$ cat src/rtl/uart_pkg.sv
// Shared definitions for the UART receive path.
// Holds the receiver state encoding, parity codes, status register bit
// positions, oversampling constants and the 3-sample majority helper.
// No ports; imported with `import uart_pkg::*;`.
package uart_pkg;

  typedef enum logic [2:0] {
    S_IDLE,
    S_START,
    S_DATA,
    S_PARITY,
    S_STOP,
    S_BREAK,
    S_PUSH
  } state_t;

  localparam int PAR_NONE = 0;
  localparam int PAR_EVEN = 1;
  localparam int PAR_ODD  = 2;

  // Status register layout: {3'b0, OE, PE, FE, full, empty}
  localparam int ST_EMPTY = 0;
  localparam int ST_FULL  = 1;
  localparam int ST_FE    = 2;
  localparam int ST_PE    = 3;
  localparam int ST_OE    = 4;

  // Oversampling: 16 ticks per bit, bit value voted from ticks 7, 8 and 9.
  localparam int OSR       = 16;
  localparam int SAMPLE_T0 = 7;
  localparam int SAMPLE_T1 = 8;
  localparam int SAMPLE_T2 = 9;

  function automatic logic maj3(input logic a, input logic b, input logic c);
    return (a & b) | (a & c) | (b & c);
  endfunction

endpackage

$ cat src/rtl/sync_fifo.sv
// Count-based synchronous FIFO with fall-through (combinational) head.
// Ports:
//   clk, rst        clock, asynchronous active-high reset
//   push, din       write request and data (ignored when full without pop)
//   pop, dout       read request and current head (ignored when empty)
//   count           occupancy, AW+1 bits
//   empty, full     registered flags derived from the next count
module sync_fifo #(
  parameter int DW = 8,
  parameter int AW = 4
) (
  input  logic          clk,
  input  logic          rst,
  input  logic          push,
  input  logic          pop,
  input  logic [DW-1:0] din,
  output logic [DW-1:0] dout,
  output logic [AW:0]   count,
  output logic          empty,
  output logic          full
);

  localparam int DEPTH = 1 << AW;

  logic [DW-1:0] mem [DEPTH];
  logic [AW-1:0] wr_ptr, rd_ptr;
  logic          do_push, do_pop;
  logic [AW:0]   count_next;

  // A push into a full FIFO is allowed only when a pop frees a slot this cycle.
  assign do_push    = push & (~full | pop);
  assign do_pop     = pop & ~empty;
  assign count_next = count + (AW+1)'(do_push) - (AW+1)'(do_pop);
  assign dout       = mem[rd_ptr];

  // NOTE: sequential state uses non-blocking assignments so every flop samples
  // pre-edge values regardless of statement order.
  always_ff @(posedge clk or posedge rst) begin
    if (rst) begin
      wr_ptr <= '0;
      rd_ptr <= '0;
      count  <= '0;
      empty  <= 1'b1;
      full   <= 1'b0;
    end else begin
      if (do_push) wr_ptr <= wr_ptr + 1'b1;
      if (do_pop)  rd_ptr <= rd_ptr + 1'b1;
      count <= count_next;
      empty <= (count_next == '0);
      full  <= (count_next == (AW+1)'(DEPTH));
    end
  end

  // NOTE: storage has no reset; contents are only observable after a push,
  // and leaving it out keeps the array mappable onto plain RAM.
  always_ff @(posedge clk) begin
    if (do_push) mem[wr_ptr] <= din;
  end

endmodule

$ cat src/rtl/wb_uart_rx_multi.sv
// Parametrised UART receiver with receive FIFO and Wishbone-lite read port.
// 16x oversampling, 3-sample majority vote, false-start rejection, sticky
// framing/parity/overrun flags.
// Optional feature macro: UART_RX_PARITY_EN (when undefined, PARITY is
// ignored, no parity bit is expected and PE reads as 0).
// Ports:
//   i_clk, i_reset           clock, asynchronous active-high reset
//   i_wb_cyc, i_wb_stb       bus request (both high)
//   i_wb_addr                0 = data (pops FIFO), 1 = status (clears flags)
//   o_wb_data, o_wb_ack      read data and one-cycle acknowledge
//   o_wb_stall               always 0
//   uart_rx                  asynchronous serial input, idle high
//   uart_empty, o_fifo_full  FIFO flags
//   o_rx_err                 OR of sticky FE, PE, OE
module wb_uart_rx_multi
  import uart_pkg::*;
#(
  parameter int DATA_BITS     = 8,
  parameter int PARITY        = 0,
  parameter int STOP_BITS     = 1,
  parameter int OSR_DIV       = 163,
  parameter int OSR_DIV_WIDTH = 8,
  parameter int FIFO_AW       = 4
) (
  input  logic       i_clk,
  input  logic       i_reset,
  input  logic       i_wb_cyc,
  input  logic       i_wb_stb,
  input  logic       i_wb_addr,
  output logic [7:0] o_wb_data,
  output logic       o_wb_ack,
  output logic       o_wb_stall,
  input  logic       uart_rx,
  output logic       uart_empty,
  output logic       o_fifo_full,
  output logic       o_rx_err
);

`ifdef UART_RX_PARITY_EN
  localparam bit PAR_ON = (PARITY != PAR_NONE);
`else
  localparam bit PAR_ON = 1'b0;
`endif
  localparam int OS_W  = $clog2(OSR);
  localparam int DEPTH = 1 << FIFO_AW;

  state_t                   state;
  logic                     rx_meta, rx_sync;
  logic [OSR_DIV_WIDTH-1:0] div_cnt;
  logic [OS_W-1:0]          os_cnt;
  logic [2:0]               bit_cnt;
  logic                     stop_cnt;
  logic [7:0]               shreg;
  logic                     s7, s8, pe_pend;
  logic                     fe, pe, oe;

  logic       tick, at_eval, voted, par_bad;
  logic       req, pop, push_req, accept, clr;
  logic [7:0] rx_byte, head, status;
  logic [FIFO_AW:0] count;

  // Two-flop synchroniser; idles high so reset does not look like a start bit.
  always_ff @(posedge i_clk or posedge i_reset) begin
    if (i_reset) begin
      rx_meta <= 1'b1;
      rx_sync <= 1'b1;
    end else begin
      rx_meta <= uart_rx;
      rx_sync <= rx_meta;
    end
  end

  assign tick    = (state != S_IDLE) && (div_cnt == OSR_DIV_WIDTH'(OSR_DIV - 1));
  assign at_eval = tick && (os_cnt == OS_W'(SAMPLE_T2));
  // Tick-9 sample is taken live from the synchroniser.
  assign voted   = maj3(s7, s8, rx_sync);
  // Data bits sit in the top of shreg and zeros below, so ^shreg is data parity.
  assign par_bad = (PARITY == PAR_ODD) ? ~(^shreg ^ voted) : (^shreg ^ voted);
  assign rx_byte = shreg >> (8 - DATA_BITS);

  always_ff @(posedge i_clk or posedge i_reset) begin
    if (i_reset) begin
      state    <= S_IDLE;
      div_cnt  <= '0;
      os_cnt   <= '0;
      bit_cnt  <= '0;
      stop_cnt <= 1'b0;
      shreg    <= '0;
      s7       <= 1'b1;
      s8       <= 1'b1;
      pe_pend  <= 1'b0;
    end else begin
      if (state != S_IDLE) begin
        if (tick) begin
          div_cnt <= '0;
          os_cnt  <= os_cnt + 1'b1;
        end else begin
          div_cnt <= div_cnt + 1'b1;
        end
      end
      if (tick && os_cnt == OS_W'(SAMPLE_T0)) s7 <= rx_sync;
      if (tick && os_cnt == OS_W'(SAMPLE_T1)) s8 <= rx_sync;

      unique case (state)
        S_IDLE: if (!rx_sync) begin
          state   <= S_START;
          div_cnt <= '0;
          os_cnt  <= '0;
        end
        S_START: if (at_eval) begin
          if (voted) begin
            state <= S_IDLE;
          end else begin
            state   <= S_DATA;
            bit_cnt <= '0;
            shreg   <= '0;
            pe_pend <= 1'b0;
          end
        end
        S_DATA: if (at_eval) begin
          shreg <= {voted, shreg[7:1]};
          if (bit_cnt == 3'(DATA_BITS - 1)) begin
            state    <= PAR_ON ? S_PARITY : S_STOP;
            stop_cnt <= 1'b0;
          end else begin
            bit_cnt <= bit_cnt + 1'b1;
          end
        end
        S_PARITY: if (at_eval) begin
          pe_pend <= par_bad;
          state   <= S_STOP;
        end
        S_STOP: if (at_eval) begin
          if (!voted)                              state <= S_BREAK;
          else if (stop_cnt == 1'(STOP_BITS - 1))  state <= S_PUSH;
          else                                     stop_cnt <= 1'b1;
        end
        S_BREAK: if (rx_sync) state <= S_IDLE;
        S_PUSH:  state <= S_IDLE;
        default: state <= S_IDLE;
      endcase
    end
  end

  assign req      = i_wb_cyc & i_wb_stb;
  assign pop      = req & ~i_wb_addr & ~uart_empty;
  assign clr      = req & i_wb_addr;
  assign push_req = (state == S_PUSH);
  assign accept   = push_req & ((count < (FIFO_AW+1)'(DEPTH)) | pop);

  sync_fifo #(.DW(8), .AW(FIFO_AW)) u_fifo (
    .clk   (i_clk),
    .rst   (i_reset),
    .push  (accept),
    .pop   (pop),
    .din   (rx_byte),
    .dout  (head),
    .count (count),
    .empty (uart_empty),
    .full  (o_fifo_full)
  );

  // Sticky flags: a set in the same cycle as a status-read clear wins.
  always_ff @(posedge i_clk or posedge i_reset) begin
    if (i_reset) begin
      fe <= 1'b0;
      pe <= 1'b0;
      oe <= 1'b0;
    end else begin
      fe <= (fe & ~clr) | (state == S_STOP && at_eval && !voted);
      pe <= (pe & ~clr) | (PAR_ON & push_req & pe_pend);
      oe <= (oe & ~clr) | (push_req & ~accept);
    end
  end

  // NOTE: every always_comb output gets a default first so no path can
  // infer a latch.
  always_comb begin
    status           = '0;
    status[ST_EMPTY] = uart_empty;
    status[ST_FULL]  = o_fifo_full;
    status[ST_FE]    = fe;
    status[ST_PE]    = pe;
    status[ST_OE]    = oe;
  end

  always_ff @(posedge i_clk or posedge i_reset) begin
    if (i_reset) begin
      o_wb_ack  <= 1'b0;
      o_wb_data <= '0;
    end else begin
      o_wb_ack <= req;
      if (req) o_wb_data <= i_wb_addr ? status : (uart_empty ? 8'h00 : head);
    end
  end

  assign o_wb_stall = 1'b0;
  assign o_rx_err   = fe | pe | oe;

endmodule

$ cat config.mk
export PLATFORM = sky130hd
export DESIGN_NAME = wb_uart_rx_multi
export DESIGN_NICKNAME = d
export VERILOG_FILES = /design/src/rtl/uart_pkg.sv /design/src/rtl/sync_fifo.sv /design/src/rtl/wb_uart_rx_multi.sv
export SDC_FILE = /design/constraint.sdc
export NUM_CORES = 1
export LEC_CHECK = 0
export ABC_AREA = 0
export CAP_MARGIN = 5
export CORE_MARGIN = 3
export CORE_UTILIZATION = 30
export CTS_BUF_LIST = sky130_fd_sc_hd__clkbuf_8 sky130_fd_sc_hd__clkbuf_16
export DETAILED_ROUTE_END_ITERATION = 8
export PLACE_DENSITY_LB_ADDON = 0.05
export SLEW_MARGIN = 20
export SYNTH_ARGS = -nofsm -noshare
export SYNTH_HDL_FRONTEND = slang
export SYNTH_HIERARCHICAL = 1
export SYNTH_SLANG_ARGS = --single-unit
$ cat constraint.sdc
create_clock -name i_clk -period 8 [get_ports i_clk]
set_clock_uncertainty 0.2 [all_clocks]
set_input_delay 1.6 -clock i_clk [delete_from_list [all_inputs] [get_ports i_clk]]
set_output_delay 1.6 -clock i_clk [all_outputs]
set_load 0.005 [all_outputs]
# --- After elaboration in Yosys (flattened, before gate mapping) ---
# Memory sizes are Yosys's and may differ from the RTL's.
# Index checks and enable logic that the tools add are counted.
classes:
  n_addsub: 7
  order_cmp: 1
  eq_ne: 23
  muxes: 38
  n_bitwise: 27
  n_reduce_logical: 16
op_table:
  columns: ["cell", "n"]
  rows:
  - ["8-bit two-way mux", 9]
  - ["3-bit two-way mux", 13]
  - ["2-bit != test (second input constant)", 10]
  - ["3-bit case mux with 6 select lines", 1]
  - ["4-bit two-way mux", 4]
  - ["8-bit case mux with 2 select lines", 1]
  - ["1-bit bitwise AND", 14]
  - ["4-bit by 1-bit adder with 4-bit output (second input constant)", 3]
  - ["3-bit == test (second input constant)", 4]
  - ["5-bit AND reduction", 2]
  - ["8-bit by 1-bit adder with 8-bit output (second input constant)", 1]
  - ["4-bit == test (second input constant)", 2]
  - ["8-bit == test (second input constant)", 1]
  - ["1-bit bitwise OR", 8]
  - ["8-bit AND reduction", 1]
  - ["1-bit two-way mux", 7]
  - ["3-bit by 2-bit == test with 1-bit output (second input constant)", 2]
  - ["1-bit logical AND", 6]
  - ["3-bit case mux with 2 select lines", 1]
  - ["5-bit by 1-bit adder with 5-bit output", 1]
  - ["5-bit == test (second input constant)", 1]
  - ["5-bit logical NOT", 1]
  - ["5-bit less-than comparator (second input constant)", 1]
  - ["1-bit NOT", 5]
  - ["12 further kinds", 13]
totals:
  reg_bits: 58
  ram_bits: 128
  in_bits: 6
  out_inout_bits: 13
  elab_cells: 133
  mem_count: 1
mem_list:
  columns: ["memory", "words", "word_bits", "read_ports", "rd_ports_with_merged_regs", "write_ports", "line_no", "source"]
  rows:
  - ["u_fifo.mem", 16, 8, 1, 0, 1, "sync_fifo.sv:25", "logic [DW-1:0] mem [DEPTH];"]

# --- Longest topological paths before layout ---
# Gate-level depths: netlist of the first run.
depth:
  ltp_word: 9
  depth_mapped: 15

# --- Cells and area by module ---
# The synthesis of the first run kept the hierarchy.
by_module_without_submodules:
  columns: ["mod", "instances", "cells_per_inst", "area_per_inst_um2", "seq_area_each_um2"]
  rows:
  - ["sync_fifo", 1, 323, 5816.8, 4220.3]
  - ["wb_uart_rx_multi", 1, 189, 2031.9, 1056.0]

# --- Worst setup path before layout of the first run ---
# OpenSTA, ideal clock, no wires.
synth_timing:
  path_type: "input to register"
  from: "input port i_wb_addr"
  to: "register u_fifo.full"
  setup_time_ps: 66
  arrival_time_ps: 4481
  t_required_ps: 7734
  slack_ps: 3253
  stages: 15
  n_path_buf: 1
  path_cell_list: "clkbuf_1 nor3_1 nand2b_1 and3_1 o21a_1 inv_1 ha_1 inv_1 ha_1 inv_1 fa_1 inv_1 nor4b_1 mux2i_1 and3b_1"
synth_via:
  elab_chain_len: 9
  elab_cells_between_ends: 11
synth_rtl:
  columns: ["element", "line_no", "source"]
  rows:
  - ["start: declaration", "wb_uart_rx_multi.sv:29", "input logic i_wb_addr,"]
  - ["1-bit NOT", "wb_uart_rx_multi.sv:146", "assign pop = req & ~i_wb_addr & ~uart_empty;"]
  - ["1-bit bitwise AND (2 in a row)", "wb_uart_rx_multi.sv:146", null]
  - ["named net pop", "wb_uart_rx_multi.sv:58", "logic req, pop, push_req, accept, clr;"]
  - ["1-bit bitwise OR", "wb_uart_rx_multi.sv:149", "assign accept = push_req & ((count < (FIFO_AW+1)'(DEPTH)) | pop);"]
  - ["1-bit bitwise AND", "wb_uart_rx_multi.sv:149", null]
  - ["named net accept", "wb_uart_rx_multi.sv:58", null]
  - ["1-bit bitwise AND", "sync_fifo.sv:31", "assign do_push = push & (~full | pop);"]
  - ["5-bit by 1-bit adder with 5-bit output", "sync_fifo.sv:33", "assign count_next = count + (AW+1)'(do_push) - (AW+1)'(do_pop);"]
  - ["5-bit by 1-bit subtractor with 5-bit output", "sync_fifo.sv:33", null]
  - ["named net u_fifo.count_next[1]", "sync_fifo.sv:28", "logic [AW:0] count_next;"]
  - ["5-bit == test", "sync_fifo.sv:50", "full <= (count_next == (AW+1)'(DEPTH));"]
  - ["end signal: assignment", "sync_fifo.sv:50", null]
  - ["end: declaration", "sync_fifo.sv:20", "output logic full"]
# The timed path passes the listed nets, and every way through them passes these cells.
# A chain may end at the register's enable or synchronous reset.

# --- Final worst setup path of the first run ---
layout_timing:
  from: "input port i_wb_cyc"
  to: "register u_fifo.full"
layout_via:
  elab_chain_len: 9
  elab_cells_between_ends: 11
layout_rtl:
  columns: ["element", "line_no", "source"]
  rows:
  - ["start: declaration", "wb_uart_rx_multi.sv:27", "input logic i_wb_cyc,"]
  - ["1-bit bitwise AND", "wb_uart_rx_multi.sv:145", "assign req = i_wb_cyc & i_wb_stb;"]
  - ["1-bit bitwise AND (2 in a row)", "wb_uart_rx_multi.sv:146", null]
  - ["named net pop", "wb_uart_rx_multi.sv:58", null]
  - ["1-bit bitwise OR", "wb_uart_rx_multi.sv:149", null]
  - ["1-bit bitwise AND", "wb_uart_rx_multi.sv:149", null]
  - ["named net accept", "wb_uart_rx_multi.sv:58", null]
  - ["1-bit bitwise AND", "sync_fifo.sv:31", null]
  - ["5-bit by 1-bit adder with 5-bit output", "sync_fifo.sv:33", null]
  - ["5-bit by 1-bit subtractor with 5-bit output", "sync_fifo.sv:33", null]
  - ["named net u_fifo.count_next[2]", "sync_fifo.sv:28", null]
  - ["5-bit == test", "sync_fifo.sv:50", null]
# The timed path passes the listed nets, and every way through them passes these cells.

==> flow_summary.json, run 1 <==
{
  "stdcell_count": 871,
  "gp_congestion": 0.781,
  "vias": 4265,
  "syn_area_per_cell_um2": 15.3,
  "ys.flop_type": "edfxtp_1",
  "fillers": 2404,
  "cts_max_level": 4,
  "critPathBufInv": 4,
  "dp_cells": 839,
  "hold_class": "reg -> reg",
  "yosysUniqueCellTypes": 58,
  "hp-start": "rx_meta$_DFF_PP1_",
  "area_growth_pct": 13.7,
  "period_share_pct": 66.9,
  "setup_viol": 0,
  "fin_nets": 552,
  "vias_per_cell": 4.90,
  "synth-edff-count": 128,
  "rsz0062_at_grt": "no",
  "ys_seq_area_share_pct": 67.2,
  "die_y_um": 168,
  "clockRootBuffer": "clkbuf_16",
  "power.internal_w": 0.00174,
  "wl_um": 17700,
  "synth_fp_nets": 536,
  "numClockSinks": 185,
  "whs_path_depth": 0,
  "status": "completed",
  "cp_cell_sequence": "clkdlybuf4s50_1 > nand2_1 > nor3_1 > nand2b_1 > and3_1 > o21a_1 > inv_1 > ha_1 > inv_1 > ha_1 > inv_1 > fa_1 > xnor2_1 > nor4b_1 > mux2i_1 > and3b_1",
  "cp_data_required_time_ns": 8.18,
  "r2r_setup_slack_ns": 4.04,
  "pwr-share-seq_pct": 44.8,
  "clk_latency_ns": 0.44,
  "regToRegEndpoint": "u_fifo/full$_DFF_PP0_",
  "ios": 19,
  "drive_gt1_share_pct": 16.1,
  "netlist_instances": 512,
  "crit_slowest_cell": "nor3_1",
  "port_buffers": 17,
  "final_cell_mix": "edfxtp_1 (128), dfrtp_1 (51), nor2_1 (27), inv_1 (23), a22o_1 (20)",
  "clk_pin_slew_ns": 0.07,
  "cts.path.max_buffers": 2,
  "mostFrequentLayoutCell": "edfxtp_1",
  "startpoint": "i_wb_cyc",
  "maxCapViolCount": 0,
  "drtAntennaViolNets": 0,
  "avgRoutedWirePerCell_um": 20.3,
  "syn_area_um2": 7850,
  "grt_antenna_before_repair": 0,
  "p_per_area_nw_per_um2": 277,
  "max_stage_delay_ns": 0.58,
  "dp_hpwl_um": 11600,
  "setup-tns-final_ns": 0,
  "cp_max_fo": 9,
  "synth_seq_cells": 185,
  "total_power_w": 0.00247,
  "core_area_um2": 25500,
  "grt_max_degree": 52,
  "post_cts_resized": 0,
  "crit_type": "in -> reg",
  "cts-hold-fix-buffers": 0,
  "hold_ws_ns": 0.159,
  "ys_warn_count": 6,
  "drtIter0Drc": 234,
  "die_width_um": 168,
  "cts_setup_buffers": 0,
  "grt_pass1_wl_um": 27900,
  "fin_crit_ns": 5.35,
  "cp_common_cell": "inv_1",
  "cp_top_family": "simple AND/OR/NAND/NOR gates",
  "hold_viol": 0,
  "drc": 0,
  "p_leak_nw": 3.57,
  "die_area_um2": 28100,
  "first_global_vias": 4439,
  "cp-end-kind": "flop",
  "startpoint_type": "input port",
  "first_pass_iters": 4,
  "cts_buffers": 17,
  "clock_power_share_pct": 32.8,
  "cp.depth": 16,
  "combPwrFrac_pct": 22.4,
  "grt_use_total_pct": 13.2,
  "worstMarginPinSlew_ns": 0.947,
  "reg2reg_from": "u_fifo/empty$_DFF_PP1_",
  "netSwitchingFraction_pct": 29.7,
  "cp-endpoint": "u_fifo/full$_DFF_PP0_",
  "reg2reg_depth": 14,
  "cp_data_arrival_time_ns": 5.53,
  "drv_slew": 0,
  "rows": 58,
  "fmax_mhz": 187,
  "ir_drop_mv": 0.158,
  "diodes": 0,
  "maxSlewHeadroom_pct": 36.6,
  "grt-ovfl-total": 0,
  "cts_tree": "built",
  "floorplan.initialDensity_pct": 30.8,
  "switching_power_w": 0.000733,
  "synthArstFlopShare_pct": 30.8
}
[per-stage QoR]
step	util (%)	area [µm²]	setup slack, ns
final	35.0	8920	2.65
after CTS	35.0	8920	2.67
after detailed placement	32.8	8360	2.22
after global routing	35.0	8920	2.23
after floorplan	-	7850	3.25
after global placement	32.7	8340	2.38
[final cells by class]
type	count	area [µm²]	share of cell area, %
well taps	330	413	4.63
flip-flops and latches	185	5280	59.1
multi-input cells	278	2370	26.5
inverters	24	90.1	1.01
repair buffers	22	208	2.33
clock inverters	13	105	1.18
clock buffers	19	464	5.20
[registers in the layout, indices dropped and copies added (netlist names), 3 cells and up]
| name | count |
|---|---|
| o_wb_data | 8 |
| u_fifo/count | 5 |
| state | 3 |
| div_cnt | 8 |
| bit_cnt | 3 |
| u_fifo/mem | 128 |
| os_cnt | 4 |
| rx_byte | 8 |
| u_fifo/rd_ptr | 4 |
| u_fifo/wr_ptr | 4 |
[kinds of logic (layout without fill, tap and decap cells)]
logic type / count (synthesis) / count (layout) / synth area share [%]
simple gates: 127 / 127 / 8.99
fa+ha+maj: 19 / 19 / 3.11
xor+xnor: 15 / 15 / 1.67
buf+inv: 49 / 78 / 3.00
compound gates: 64 / 64 / 6.47
flops: 185 / 185 / 67.2
mux: 52 / 52 / 9.49
other cells: 1 / 1 / 0.0478
[synthesized netlist by cell type, types with 6 or more instances]
| library cell | number | area share (%) |
|---|---|---|
| mux2i_1 | 17 | 2.2 |
| and2_1 | 13 | 1.0 |
| clkbuf_1 | 7 | 0.33 |
| a22o_1 | 20 | 2.2 |
| dfrtp_1 | 52 | 17 |
| nand3_1 | 12 | 0.77 |
| xor2_1 | 8 | 0.89 |
| ha_1 | 17 | 2.7 |
| a221o_1 | 8 | 1.0 |
| o21ai_0 | 6 | 0.38 |
| mux4_2 | 16 | 4.6 |
| mux2_2 | 19 | 2.7 |
| o22ai_1 | 8 | 0.64 |
| nand4_1 | 7 | 0.56 |
| inv_1 | 23 | 1.1 |
| xnor2_1 | 7 | 0.78 |
| edfxtp_1 | 128 | 49 |
| nor3_1 | 14 | 0.89 |
| nand2_1 | 17 | 0.81 |
| nor2_1 | 27 | 1.3 |
[layer usage]
| layer | up-vias | track usage (%) | wire length, µm |
|---|---|---|---|
| met2 | 56 | 20.5 | 8260 |
| met5 | - | 0 | 0 |
| met1 | 2213 | 18.7 | 8770 |
| met4 | 0 | 4.06 | 227 |
| li1 | 1987 | - | - |
| met3 | 9 | 2.69 | 440 |
[power by group through the flow]
stage / logic, W / registers, W / clock network [W]
floorplan: 0.000401 / 0.00111 / 0
global placement: 0.000567 / 0.00113 / 0
detailed placement: 0.000567 / 0.00113 / 0
CTS: 0.000569 / 0.00111 / 0.000844
global route: 0.000612 / 0.00111 / 0.000885
finish: 0.000553 / 0.00111 / 0.000812
[worst min-delay path by stage]
stage	endpoint	slack [ns]
finish	rx_sync$_DFF_PP1_	0.16
global route	rx_sync$_DFF_PP1_	0.17
CTS	rx_sync$_DFF_PP1_	0.16
detailed placement	rx_sync$_DFF_PP1_	0.15
global placement	rx_sync$_DFF_PP1_	0.15
floorplan	rx_sync$_DFF_PP1_	0.15
(Power assumes the default switching activity.)
==> inputs of run 2 (changes only) <==
==> constraint.sdc (replaced) <==
create_clock -name i_clk -period 4.5 [get_ports i_clk]
set_clock_uncertainty 0.2 [all_clocks]
set_input_delay 0.9 -clock i_clk [delete_from_list [all_inputs] [get_ports i_clk]]
set_output_delay 0.9 -clock i_clk [all_outputs]
set_load 0.005 [all_outputs]
==> flow_summary.json, run 2 (synthesized netlist as in run 1, its figures left out) <==
{
  "gp_congestion": 0.733,
  "startpoint_type": "input port",
  "clk_latency_ns": 0.43,
  "design_area_um2": 9020,
  "avgRoutedWirePerCell_um": 20.2,
  "reg2reg_from": "state[0]$_DFFE_PP0P_",
  "cts_tree": "built",
  "dp_hpwl_um": 11900,
  "diodes": 0,
  "whs_path_depth": 0,
  "hold_viol": 0,
  "vias": 4281,
  "period_share_pct": 84.6,
  "cp_data_required_time_ns": 4.67,
  "ir_drop_mv": 0.258,
  "post_cts_resized": 0,
  "p_leak_nw": 3.63,
  "place_ws_ns": 0.270,
  "maxSlewHeadroom_pct": 29.9,
  "clk_pin_slew_ns": 0.08,
  "status": "completed",
  "crit_type": "in -> reg",
  "largest_register_ffs": 128,
  "cp_data_arrival_time_ns": 3.98,
  "place_area_um2": 8440,
  "worstMarginPinSlew_ns": 1.05,
  "grt_antenna_before_repair": 0,
  "final_cell_mix": "edfxtp_1 (128), dfrtp_1 (51), nor2_1 (27), inv_1 (22), a22o_1 (20)",
  "grt_max_degree": 43,
  "grt_pass1_wl_um": 27900,
  "cts_buffers": 17,
  "cts-hold-fix-buffers": 0,
  "first_pass_iters": 4,
  "cts.path.max_buffers": 2,
  "core_area_um2": 25500,
  "ios": 19,
  "floorplan.initialDensity_pct": 30.8,
  "setup_viol": 0,
  "regMostFlops": "u_fifo/mem",
  "drtIter0Drc": 308,
  "fmax_mhz": 263,
  "cts_setup_buffers": 0,
  "fin_ws_ns": 0.692,
  "cp-end-kind": "flop",
  "mostFrequentLayoutCell": "edfxtp_1",
  "maxCapViolCount": 0,
  "min_to": "rx_sync$_DFF_PP1_",
  "r2r_setup_slack_ns": 1.18,
  "drtAntennaViolNets": 0,
  "die_area_um2": 28100,
  "hp-start": "rx_meta$_DFF_PP1_",
  "grt_use_total_pct": 13.2,
  "hold_class": "reg -> reg",
  "drive_gt1_share_pct": 18.1,
  "drc": 0,
  "cp_max_fo": 3,
  "port_buffers": 17,
  "setup-tns-final_ns": 0,
  "grt-ovfl-total": 0,
  "die_width_um": 168,
  "rows": 58,
  "wl_um": 17800,
  "drv_slew": 0,
  "cts_max_level": 4,
  "vias_per_cell": 4.85,
  "numClockSinks": 185,
  "reg2reg_depth": 13,
  "fin_crit_ns": 3.81,
  "first_global_vias": 4375,
  "regToRegEndpoint": "u_fifo/full$_DFF_PP0_",
  "p_per_area_nw_per_um2": 489,
  "fin_nets": 564,
  "rsz0062_at_grt": "no",
  "die_y_um": 168,
  "clockRootBuffer": "clkbuf_16",
  "area_growth_pct": 14.9
}
[run 2: cell count changes in the layout (fill, tap and decap cells not counted), sizes merged]
cell | before | now
clkbuf | 19 | 17
clkinv | 5 | 6
inv | 32 | 33
buf | 5 | 17
[run 2: worst max path at each step]
stage                         start               endpoint  slack [ns]  cells after the start
final                      i_wb_cyc  u_fifo/full$_DFF_PP0_        0.69                     16
after global routing       i_wb_cyc  u_fifo/full$_DFF_PP0_        0.48                     16
after CTS                  i_wb_cyc  u_fifo/full$_DFF_PP0_        0.71                     16
after detailed placement   i_wb_cyc  u_fifo/full$_DFF_PP0_        0.27                     16
after global placement     i_wb_cyc  u_fifo/full$_DFF_PP0_        0.37                     16
after floorplan           i_wb_addr  u_fifo/full$_DFF_PP0_        0.45                     15
[run 2: stage by stage]
step                utilization (%)  cells  total power, W  hold WS [ns]
detailed placement             33.1    851         0.00301         0.150
finish                         35.4    883         0.00441         0.159
global route                   35.4    883         0.00465         0.164
floorplan                         -    512         0.00268         0.145
global placement               33.1    851         0.00300         0.147
CTS                            35.4    883         0.00449         0.161
[run 2: layout make-up]
type                            instances  area [µm²]
Clock buffer                           17         425
Clock inverter                         15         151
Fill cell                            2426       16500
Inverter                               24        90.1
Multi-Input combinational cell        278        2350
Sequential cell                       185        5280
Tap cell                              330         413
Timing Repair Buffer                   34         310
[run 2: where the power goes]
| part | switching, W | internal [W] |
|---|---|---|
| clock | 0.000725 | 0.000744 |
| combinational | 0.000451 | 0.000443 |
| sequential | 0.000167 | 0.00188 |
[run 2: layer usage]
layer | global-route usage (%) | wire (µm) | up-vias
met5 | 0 | 0 | -
met4 | 4.09 | 195 | 0
met3 | 2.97 | 564 | 8
met2 | 19.7 | 8270 | 53
met1 | 19.3 | 8800 | 2212
li1 | - | - | 2008
[run 2: critical path, stage by stage]
cell and delay [ns]:
clkdlybuf4s50_1 0.46, nand2_1 0.07, nor3_1 0.21, nand2b_1 0.14, and3_1 0.16, o21a_1 0.13, inv_1 0.06, ha_1 0.28
inv_1 0.06, ha_1 0.17, inv_1 0.06, fa_1 0.48, inv_1 0.07, nor4_1 0.35, mux2i_1 0.16, and3b_1 0.23
==> inputs of run 3 (changes only) <==
==> constraint.sdc (replaced) <==
create_clock -name i_clk -period 3.4 [get_ports i_clk]
set_clock_uncertainty 0.2 [all_clocks]
set_input_delay 0.68 -clock i_clk [delete_from_list [all_inputs] [get_ports i_clk]]
set_output_delay 0.68 -clock i_clk [all_outputs]
set_load 0.005 [all_outputs]
==> flow_summary.json, run 3 (synthesized netlist as in run 1, its figures left out) <==
{
  "status": "completed",
  "die_y_um": 168,
  "first_global_vias": 4567,
  "grt_max_degree": 52,
  "ios": 19,
  "ir_drop_mv": 0.427,
  "grt_use_total_pct": 13.1,
  "fillers": 2426,
  "die_width_um": 168,
  "mostFrequentLayoutCell": "edfxtp_1",
  "cp-end-kind": "flop",
  "cts_max_level": 4,
  "cp_data_arrival_time_ns": 3.37,
  "maxCapViolCount": 0,
  "dp_hpwl_um": 11800,
  "diodes": 0,
  "drtIter0Drc": 224,
  "cp_cell_sequence": "clkdlybuf4s50_1 > nor3_4 > nand2b_4 > and3_4 > o21a_4 > inv_2 > ha_4 > inv_4 > ha_4 > inv_2 > fa_2 > inv_4 > nor4b_4 > mux2i_1 > and3b_1",
  "drive_gt1_share_pct": 23.2,
  "port_buffers": 17,
  "design_area_um2": 9270,
  "rsz0062_at_grt": "no",
  "numClockSinks": 185,
  "drv_slew": 0,
  "crit_type": "in -> reg",
  "vias_per_cell": 4.79,
  "area_growth_pct": 18.1,
  "crit_slowest_cell": "fa_2",
  "cp_max_fo": 3,
  "hold_viol": 0,
  "period_share_pct": 94.2,
  "cts.path.max_buffers": 2,
  "wl_um": 17700,
  "cp_data_required_time_ns": 3.57,
  "rows": 58,
  "regMostFlops": "u_fifo/mem",
  "place_area_um2": 8630,
  "cts_buffers": 17,
  "floorplan.initialDensity_pct": 30.8,
  "fin_nets": 580,
  "drtAntennaViolNets": 0,
  "grt-ovfl-total": 0,
  "avgRoutedWirePerCell_um": 19.7,
  "final_cell_mix": "edfxtp_1 (128), dfrtp_1 (51), buf_4 (30), nor2_1 (27), a22o_1 (20)",
  "gp_congestion": 0.769,
  "clk_pin_slew_ns": 0.08,
  "cts_tree": "built",
  "clockRootBuffer": "clkbuf_16",
  "worstMarginPinSlew_ns": 0.735,
  "fmax_mhz": 312,
  "setup-tns-final_ns": 0,
  "p_leak_nw": 3.75,
  "largest_register_ffs": 128,
  "setup_viol": 0,
  "grt_pass1_wl_um": 27900,
  "drc": 0,
  "max_stage_delay_ns": 0.54,
  "p_per_area_nw_per_um2": 645,
  "vias": 4308,
  "clk_latency_ns": 0.43,
  "hold_class": "reg -> reg",
  "startpoint_type": "input port",
  "first_pass_iters": 5,
  "grt_antenna_before_repair": 0,
  "maxSlewHeadroom_pct": 51.0,
  "fin_crit_ns": 3.20,
  "total_power_w": 0.00598,
  "die_area_um2": 28100,
  "cts_setup_buffers": 0,
  "core_area_um2": 25500
}
run 3: cell count changes in the layout (fill, tap and decap cells not counted), sizes merged:
cell / delta
clkdlybuf4s50: -2
clkinv: +3
dlymetal6s2s: +2
buf: +16
inv: -3
run 3: final timing paths:
| path | depth (start not counted) | endpoint | start | slack (ns) |
|---|---|---|---|---|
| max reg2reg | 14 | u_fifo/full$_DFF_PP0_ | u_fifo/empty$_DFF_PP1_ | 0.38 |
| min in group asynchronous | 2 | o_wb_data[5]$_DFFE_PP0N_ | i_reset | 0.38 |
| max in group asynchronous | 3 | rx_meta$_DFF_PP1_ | i_reset | 1.99 |
| min reg2reg | 0 | rx_sync$_DFF_PP1_ | rx_meta$_DFF_PP1_ | 0.16 |
| min | 0 | rx_sync$_DFF_PP1_ | rx_meta$_DFF_PP1_ | 0.16 |
| max | 15 | u_fifo/full$_DFF_PP0_ | i_wb_addr | 0.20 |
run 3: timing repair:
action,CTS,global route
resized for setup,0,12
endpoints found under the hold margin,0,0
hold buffers,0,0
endpoints found under the setup margin,0,2
run 3: layout make-up:
cell class	count	area [µm²]	share of cell area, %
Inverter	24	95.1	1.03
Clock buffer	17	425	4.59
Clock inverter	15	156	1.69
Timing Repair Buffer	50	460	4.97
Sequential cell	185	5280	56.9
Multi-Input combinational cell	278	2440	26.3
Tap cell	330	413	4.45
run 3: stage by stage:
step	cells	hold slack, ns	setup WS, ns	util (%)
final	899	0.156	0.198	36.4
after detailed placement	867	0.147	-0.417	33.9
after global placement	867	0.147	-0.309	33.9
after floorplan	512	0.145	0.00458	-
after CTS	899	0.158	0.0355	36.2
after global routing	899	0.163	0.0665	36.4
run 3: routing by layer:
layer  wire, µm  global-route usage [%]
met3        290                    2.83
met5          0                       0
met2       8520                    21.2
met4         92                    2.67
met1       8800                    18.3
run 3: worst max-delay path, delay by kind of cell:
| family | cells | cell delay [ns] |
|---|---|---|
| AOI/OAI and AO/OA | 1 | 0.12 |
| and+or+nand+nor | 5 | 0.94 |
| buffers and inverters | 5 | 0.62 |
| adders and majority gates | 3 | 0.88 |
| muxes | 1 | 0.12 |
run 3: power breakdown:
group,internal [W],switching (W)
combinational,0.000669,0.000752
sequential,0.00250,0.000129
clock,0.000985,0.000952
